[config.mk]
export PLATFORM = sky130hd
export DESIGN_NAME = div_sequencer
export DESIGN_NICKNAME = d
export VERILOG_FILES = /design/src/rtl/div_sequencer_pkg.sv /design/src/rtl/div_sequencer_step.sv /design/src/rtl/div_sequencer.sv
export SDC_FILE = /design/constraint.sdc
export NUM_CORES = 1
export LEC_CHECK = 0
export BUFFER_PORTS_ARGS = -buffer_cell sky130_fd_sc_hd__buf_2
export CAP_MARGIN = 10
export CORE_UTILIZATION = 35
export CTS_CLUSTER_SIZE = 40
export DETAILED_ROUTE_END_ITERATION = 10
export PLACE_DENSITY_LB_ADDON = 0.1
export SLEW_MARGIN = 20
export SYNTH_ARGS = -nofsm -noshare
export SYNTH_HDL_FRONTEND = slang
export SYNTH_SLANG_ARGS = --single-unit
[constraint.sdc]
create_clock -name clk -period 12.9 [get_ports clk]
set_input_delay 2.58 -clock clk [delete_from_list [all_inputs] [get_ports clk]]
set_output_delay 2.58 -clock clk [all_outputs]
set_load 0.005 [all_outputs]
[src/rtl/div_sequencer_pkg.sv]
// -----------------------------------------------------------------------------
// div_sequencer_pkg
// Shared definitions for the MIPS DIV/DIVU sequencer:
//   - default operand width and iteration count
//   - FSM state encoding (2-bit)
// No ports; imported by div_sequencer and div_sequencer_step.
// -----------------------------------------------------------------------------
package div_sequencer_pkg;

  localparam int DIV_WIDTH_DEF  = 32;
  localparam int DIV_CYCLES_DEF = 32;

  typedef enum logic [1:0] {
    DIV_IDLE = 2'b00,
    DIV_ON   = 2'b01,
    DIV_DONE = 2'b10
  } div_state_e;

endpackage

[src/rtl/div_sequencer_step.sv]
// -----------------------------------------------------------------------------
// div_sequencer_step
// One combinational radix-2 restoring division iteration.
// Working register layout: {partial remainder [2W:W], dividend/quotient [W-1:0]}.
// Ports:
//   work_i     2W+1  working register before the step
//   divisor_i  W     divisor magnitude
//   work_o     2W+1  working register after the step (new quotient bit in bit 0)
// -----------------------------------------------------------------------------
module div_sequencer_step
  import div_sequencer_pkg::*;
#(
  parameter int WIDTH = DIV_WIDTH_DEF
) (
  input  logic [2*WIDTH:0] work_i,
  input  logic [WIDTH-1:0] divisor_i,
  output logic [2*WIDTH:0] work_o
);

  logic [2*WIDTH:0] shifted_s;
  logic [WIDTH+1:0] trial_s;

  // Shift, trial-subtract from the upper half, keep the difference if non-negative.
  always_comb begin
    shifted_s = work_i << 1;
    // One extra bit above the W+1-bit upper half carries the borrow/sign.
    trial_s   = {1'b0, shifted_s[2*WIDTH:WIDTH]} - {2'b00, divisor_i};
    if (trial_s[WIDTH+1] == 1'b0) begin
      work_o = {trial_s[WIDTH:0], shifted_s[WIDTH-1:1], 1'b1};
    end else begin
      work_o = shifted_s;
    end
  end

endmodule

[src/rtl/div_sequencer.sv]
// -----------------------------------------------------------------------------
// div_sequencer
// Multi-cycle DIV/DIVU controller in the EX stage. Latches operands on start,
// runs DIV_CYCLES restoring iterations, then presents quotient (lo) and
// remainder (hi) with result_valid until the pipeline advances.
// Ports:
//   clk           core clock
//   resetn        asynchronous reset, active-low
//   start         DIV/DIVU in EX (held while the instruction stays in EX)
//   signed_div    1 = DIV, 0 = DIVU (sampled with start)
//   op_a          dividend (sampled with start)
//   op_b          divisor  (sampled with start)
//   annul         synchronous flush; aborts any operation
//   hold          external stall; keeps a finished result in place
//   stall         request to freeze IF..EX (combinational)
//   result_valid  hi/lo hold a fresh result for the instruction in EX
//   hi            remainder
//   lo            quotient
// -----------------------------------------------------------------------------
module div_sequencer
  import div_sequencer_pkg::*;
#(
  parameter int WIDTH      = DIV_WIDTH_DEF,
  parameter int DIV_CYCLES = DIV_CYCLES_DEF
) (
  input  logic             clk,
  input  logic             resetn,
  input  logic             start,
  input  logic             signed_div,
  input  logic [WIDTH-1:0] op_a,
  input  logic [WIDTH-1:0] op_b,
  input  logic             annul,
  input  logic             hold,
  output logic             stall,
  output logic             result_valid,
  output logic [WIDTH-1:0] hi,
  output logic [WIDTH-1:0] lo
);

  localparam int CNT_W = $clog2(DIV_CYCLES);
  localparam logic [CNT_W-1:0] LAST_CNT = CNT_W'(DIV_CYCLES - 1);

  // Two's complement negate when neg is set.
  function automatic logic [WIDTH-1:0] cond_neg(input logic [WIDTH-1:0] value,
                                                input logic             neg);
    logic [WIDTH-1:0] res;
    if (neg) begin
      res = ~value + WIDTH'(1);
    end else begin
      res = value;
    end
    return res;
  endfunction

  div_state_e       state_q;
  logic [CNT_W-1:0] count_q;
  logic [2*WIDTH:0] work_q;
  logic [WIDTH-1:0] divisor_q;
  logic             neg_quot_q;
  logic             neg_rem_q;
  logic             valid_q;
  logic [WIDTH-1:0] hi_q;
  logic [WIDTH-1:0] lo_q;

  logic             a_neg_s;
  logic             b_neg_s;
  logic [WIDTH-1:0] a_mag_s;
  logic [WIDTH-1:0] b_mag_s;
  logic [2*WIDTH:0] work_next_s;
  logic [WIDTH-1:0] quot_fix_s;
  logic [WIDTH-1:0] rem_fix_s;

  // Operand magnitudes for signed division; unsigned passes operands through.
  always_comb begin
    a_neg_s = signed_div & op_a[WIDTH-1];
    b_neg_s = signed_div & op_b[WIDTH-1];
    a_mag_s = cond_neg(op_a, a_neg_s);
    b_mag_s = cond_neg(op_b, b_neg_s);
  end

  div_sequencer_step #(
    .WIDTH (WIDTH)
  ) u_step (
    .work_i    (work_q),
    .divisor_i (divisor_q),
    .work_o    (work_next_s)
  );

  // Sign fix-up of the result produced by the final iteration.
  always_comb begin
    quot_fix_s = cond_neg(work_next_s[WIDTH-1:0], neg_quot_q);
    rem_fix_s  = cond_neg(work_next_s[2*WIDTH-1:WIDTH], neg_rem_q);
  end

  // DONE means the instruction may advance, so it never stalls there.
  assign stall        = start & ~annul & (state_q != DIV_DONE);
  assign result_valid = valid_q;
  assign hi           = hi_q;
  assign lo           = lo_q;

  // Sequencer FSM, iteration counter, working register and result registers.
  always_ff @(posedge clk or negedge resetn) begin
    if (!resetn) begin
      state_q    <= DIV_IDLE;
      count_q    <= '0;
      work_q     <= '0;
      divisor_q  <= '0;
      neg_quot_q <= 1'b0;
      neg_rem_q  <= 1'b0;
      valid_q    <= 1'b0;
      hi_q       <= '0;
      lo_q       <= '0;
    end else if (annul) begin
      // Flush: drop the operation, leave hi/lo untouched.
      state_q <= DIV_IDLE;
      count_q <= '0;
      valid_q <= 1'b0;
    end else begin
      case (state_q)
        DIV_IDLE: begin
          if (start) begin
            if (op_b == '0) begin
              // Divide by zero completes immediately without iterating.
              state_q <= DIV_DONE;
              valid_q <= 1'b1;
              lo_q    <= '1;
              hi_q    <= op_a;
            end else begin
              state_q    <= DIV_ON;
              count_q    <= '0;
              work_q     <= {{(WIDTH+1){1'b0}}, a_mag_s};
              divisor_q  <= b_mag_s;
              neg_quot_q <= a_neg_s ^ b_neg_s;
              neg_rem_q  <= a_neg_s;
            end
          end else begin
            state_q <= DIV_IDLE;
          end
        end
        DIV_ON: begin
          work_q  <= work_next_s;
          count_q <= count_q + CNT_W'(1);
          if (count_q == LAST_CNT) begin
            state_q <= DIV_DONE;
            count_q <= '0;
            valid_q <= 1'b1;
            lo_q    <= quot_fix_s;
            hi_q    <= rem_fix_s;
          end else begin
            state_q <= DIV_ON;
          end
        end
        DIV_DONE: begin
          // A start seen here is the same instruction; never restart from DONE.
          if (hold) begin
            state_q <= DIV_DONE;
          end else begin
            state_q <= DIV_IDLE;
            valid_q <= 1'b0;
          end
        end
        default: begin
          state_q <= DIV_IDLE;
          count_q <= '0;
          valid_q <= 1'b0;
        end
      endcase
    end
  end

endmodule

# Word level (Yosys, flattened, before mapping)
# Cells that the tools add are included.
# word_totals
input_bits	70
out_inout_bits	66
register_bits	170
word_cells	81
# op_classes
eq_ne	14
n_reduce_logical	8
n_bitwise	11
mux	33
addsub	6
# op_table
op	n
2-to-1 mux 32 bit	10
2-to-1 mux 64 bit	3
adder 32 x 1 -> 32 bit (second input constant)	4
NOT 32 bit	4
case mux 32 bit (2 select lines)	2
case mux 64 bit (2 select lines)	1
subtractor 33 x 32 -> 34 bit	1
logical NOT 32 bit	1
2-to-1 mux 5 bit	4
!= test 3 bit (second input constant)	5
case mux 5 bit (3 select lines)	1
!= test 2 bit (second input constant)	6
AND reduction 4 bit	3
2-to-1 mux 2 bit	5
case mux 2 bit (3 select lines)	1
adder 5 x 1 -> 5 bit (second input constant)	1
equality test 5 bit (second input constant)	1
2-to-1 mux 1 bit	5
AND reduction 5 bit	1
bitwise AND 1 bit	4
case mux 1 bit (3 select lines)	1
AND reduction 3 bit	1
equality test 2 x 1 -> 1 bit (second input constant)	1
equality test 2 bit (second input constant)	1
4 further kinds	5

# Longest topological paths before layout
# logic_depth
word_depth	7
depth_mapped	23
depth_no_buf	19

# Modules after synthesis
# From an unflattened synthesis, not the netlist that was laid out.
# hier_totals
cells_unflattened	1536
area_unflattened_um2	12358.1
# by_module_without_submodules
module	area_each_um2	n_inst	seq_area_each_um2	cells_per_inst
div_sequencer	9744.3	1	4279.1	1140
div_sequencer_step	2613.8	1	0.0	396

# Worst setup path before layout
# Ideal clock, no wire load.
# synth_timing
path_kind	input to register
startpoint	input port op_b[11]
endpoint	register state_q[0]
t_required_ps	12770
n_path_buf	3
path_stages	11
setup_ps	130
arrival_ps	5256
setup_slack_ps	7514
cell_sequence	or4_1 -> nor4_1 -> nand2b_1 -> nor3_1 -> nand3_1 -> o41ai_1 -> or4_1 -> clkbuf_1 -> clkbuf_1 -> buf_2 -> o21ai_0
# synth_between
elab_chain_cells	5
# synth_lines
item	line	source
start: declaration	div_sequencer.sv:31	input logic [WIDTH-1:0] op_b,
logical NOT 32 bit	div_sequencer.sv:122	if (op_b == '0) begin
2-to-1 mux 2 bit	div_sequencer.sv:122	
2-to-1 mux 2 bit	div_sequencer.sv:121	if (start) begin
case mux 2 bit (3 select lines)	div_sequencer.sv:119	case (state_q)
2-to-1 mux 2 bit	div_sequencer.sv:113	end else if (annul) begin
end signal: assignment	div_sequencer.sv:115	state_q <= DIV_IDLE;
end signal: assignment	div_sequencer.sv:124	state_q <= DIV_DONE;
end signal: assignment	div_sequencer.sv:129	state_q <= DIV_ON;
end: declaration	div_sequencer.sv:55	div_state_e state_q;
# No other way between the ends.
# A chain may end at the register's enable or synchronous reset.

# Worst setup path after layout
# layout_timing
startpoint	input port op_b[11]
endpoint	register work_q[30]
# layout_between
elab_chain_cells	3
# layout_lines
item	line	source
logical NOT 32 bit	div_sequencer.sv:122	
!= test 2 bit (no line)	--	
AND reduction 4 bit (no line)	--	
end signal: assignment	div_sequencer.sv:131	work_q <= {{(WIDTH+1){1'b0}}, a_mag_s};
end signal: assignment	div_sequencer.sv:141	work_q <= work_next_s;
end: declaration	div_sequencer.sv:57	logic [2*WIDTH:0] work_q;
# No other way between the ends.

==> key figures <==
Timing
  – Setup-failing EPs final: 0
  – Unrepaired setup endpoints after global routing: false
  – Final TNS setup: 0 ps
  – Final Critical Period: 6265 ps
  – Fmax achieved: 159.6 MHz
  – Fin Clk Skew: 18.19 ps
  – Slew margin rel.: 34.81%
  – Max Slew Vio Count: 0
  – Worst setup margin: 6635 ps
  – Tcrit/Tclk final: 48.56%
  – Slew @ Worst Pin: 977.9 ps
  – Hold Vio Cnt, Final: 0

Clocking
  – Clock Sinks: 170
  – # resized after CTS: 0
  – Hold Buf Count CTS: 0
  – Clock Tree Root: clkbuf_16
  – Reg clk slew, reported paths: 80 ps
  – H-tree levels: 4
  – Setup Buffers After CTS: 0
  – Clock Latency Late Sink: 460 ps
  – CTS tree: done
  – Clk buf depth: 2
  – CTS Buf Count: 17

Yosys
  – EDFF count, synth: 0
  – Synth Flop Type: dfrtp_1
  – Synth warnings: 0
  – Syn_nets: 1655
  – FFs w/ async S/R, synth: 100.0%
  – Syn_area_per_cell: 7.953 sq um
  – Seq cells post-synth: 170
  – Synth cell types: 73
  – Cell Area, Synth: 12300 sq um
  – Sequential share of the synthesized area: 34.60%
  – Cells after synthesis: 1546

Min path
  – Hold_sp: hi[0]
  – Hold WC Path Type: reg -> reg

Critical path
  – R2R setup slack: 7240 ps
  – Worst Path Arrival: 6550 ps
  – Critical path data required time: 13190 ps
  – Slowest cell on the critical path: o41ai_1
  – Crit Path Class: in -> reg
  – Startpoint types: input pin
  – Reg2reg start: work_q[41]
  – Endpoint class of the critical path: register
  – Worst Setup SP: op_b[11]
  – Max FO, Critical Path: 90
  – Slowest stage delay, CP: 810 ps
  – CP cell instances: buf_2, or4_1, nor4_1, nand2b_1, nor3_1, nand3_1, o41ai_1, inv_1, o21ai_4, buf_4, o21ai_0

Pwr
  – Clock share of power: 33.2%
  – NetSw: 0.5983 mW
  – Peak supply drop: 0.00008886 V
  – Leakage power: 6.148 nW
  – Internal Power: 1.009 mW
  – Pwr dens: 115.5 nW/um^2
  – Combinational Power Share: 27.3%
  – Overall power: 1.607 mW
  – Sw frac: 37.23%
  – Seq pwr share: 39.6%

Routing
  – Vias post-DR: 11340
  – Antenna-violating nets left: 0
  – DRC: 0
  – Routed wire per std cell: 18.34 um
  – Total wire length: 38330 um
  – Initial DRC Count: 800
  – Via-per-instance ratio: 5.424
  – First-pass iteration count of the detailed router: 5

Die
  – Die area: 35880 sq um
  – Die height: 189.4 um
  – Core Area: 34540 sq um
  – Top Ports: 136
  – Initial Util: 35.59%
  – FP Rows: 68
  – Die X: 189.4 um

Flow run
  – Maxcap violations: 0

Placement
  – Routability cong.: 0.8484
  – IO Port Bufs: 135
  – Placed cell count: 2058
  – Post-detail-place hpwl: 28940 um
  – Dpl ws: 6256 ps

Cells and area
  – N_diodes: 0
  – # fillers: 3702
  – Non-Filler Instances: 2090
  – Layout cells sized above 1: 13.27%
  – Commonest non-fill, non-tap cell in the layout: nand2_1
  – Area grow syn2layout: 13.14%
  – Most frequent cells in the layout: nand2_1 (186), dfrtp_1 (169), nor2_1 (168)
  – Nets: 1731

Global route
  – Largest net degree at the start of global routing: 91
  – Total grt overflow: 0
  – First-pass GRT wire length: 61090 um
  – Vias in the first global route: 10810
  – Initial antenna violation count: 0
  – GRT Util Overall: 21.80%

Run status
  – Status: finished clean
[layer usage]
metal	GRT usage, %	vias to the layer above	routed length [um]
met5	0	-	0
met4	5.862	0	603
met3	2.502	33	1327
met2	34.97	244	17440
met1	30.84	5380	18960
li1	-	5680	-
[critical path: cells and delay by family]
| family | cells | cell delay (ps) |
|---|---|---|
| simple gates | 5 | 1590 |
| compound gates | 3 | 1310 |
| buf+inv | 3 | 990 |
[area by class of cell]
class / count / area [sq um] / share of cell area [%]
Multi-Input combinational cell: 1233 / 7523 / 54.08
Sequential cell: 170 / 4255 / 30.59
Timing Repair Buffer: 146 / 764.5 / 5.496
Tap cell: 455 / 569.3 / 4.092
Clock buffer: 19 / 452.9 / 3.256
Inverter: 54 / 202.7 / 1.457
Clock inverter: 13 / 142.6 / 1.025
[sequential cells by signal, summed over array words and instances (netlist names)]
register,count
hi,32
result_valid,1
divisor_q,32
work_q,64
neg_rem_q,1
neg_quot_q,1
state_q,2
count_q,5
lo,32
[path summary, 6_finish.rpt]
kind / endpoint / cells after the start
max reg2reg: hi[28] / 18
min: hi[0] / 1
min reg2reg: hi[0] / 1
min in group asynchronous: hi[9] / 1
max: work_q[30] / 11
max in group asynchronous: divisor_q[17] / 2
[per-stage QoR]
step | instance area (sq um) | hold slack (ps) | util, %
2_1_floorplan | 12300 | 449.8 | -
3_3_place_gp | 13310 | 457.8 | 38.54
3_5_place_dp | 13310 | 464.1 | 38.54
4_1_cts | 13910 | 484.0 | 40.27
5_1_grt | 13910 | 506.0 | 40.27
6_report | 13910 | 479.1 | 40.27
[cell usage after synthesis, drive strengths merged, types with 9 or more instances]
master,count,area (sq um)
a211oi,12,90.09
a21o,14,105.1
a21oi,163,819.5
a22o,9,78.83
a31oi,40,250.2
and3,11,68.82
buf,23,105.1
clkbuf,66,247.7
dfrtp,170,4254
ha,38,475.5
inv,53,198.9
mux2i,19,190.2
nand2,187,701.9
nand2b,14,87.58
nand3,23,115.1
nand4,9,56.30
nor2,168,630.6
nor3,30,150.1
nor4,13,81.33
o211ai,18,135.1
o21ai,155,775.7
o31ai,26,227.7
o41ai,16,155.2
or3,21,152.7
or4,15,120.1
xnor2,64,560.5
xor2,71,621.9
[kinds of logic (layout without fill, tap and decap cells)]
logic type | Yosys count | in the layout | synth area share [%]
AOI/OAI and AO/OA | 499 | 499 | 24.74
xor gates and xnor gates | 135 | 135 | 9.616
adders and majority gates | 39 | 39 | 4.030
buffers and inverters | 143 | 232 | 4.518
DFF | 170 | 170 | 34.60
muxes | 27 | 27 | 2.279
and+or+nand+nor | 533 | 533 | 20.22
[power groups by stage]
stage,Combinational (mW),Clock (mW),Sequential (mW)
2_1_floorplan,0.327,0,0.620
3_3_place_gp,0.435,0,0.645
3_5_place_dp,0.439,0,0.646
4_1_cts,0.441,0.545,0.636
5_1_grt,0.497,0.567,0.644
6_report,0.438,0.533,0.636
Note: power is estimated with default switching activity, not from simulation.
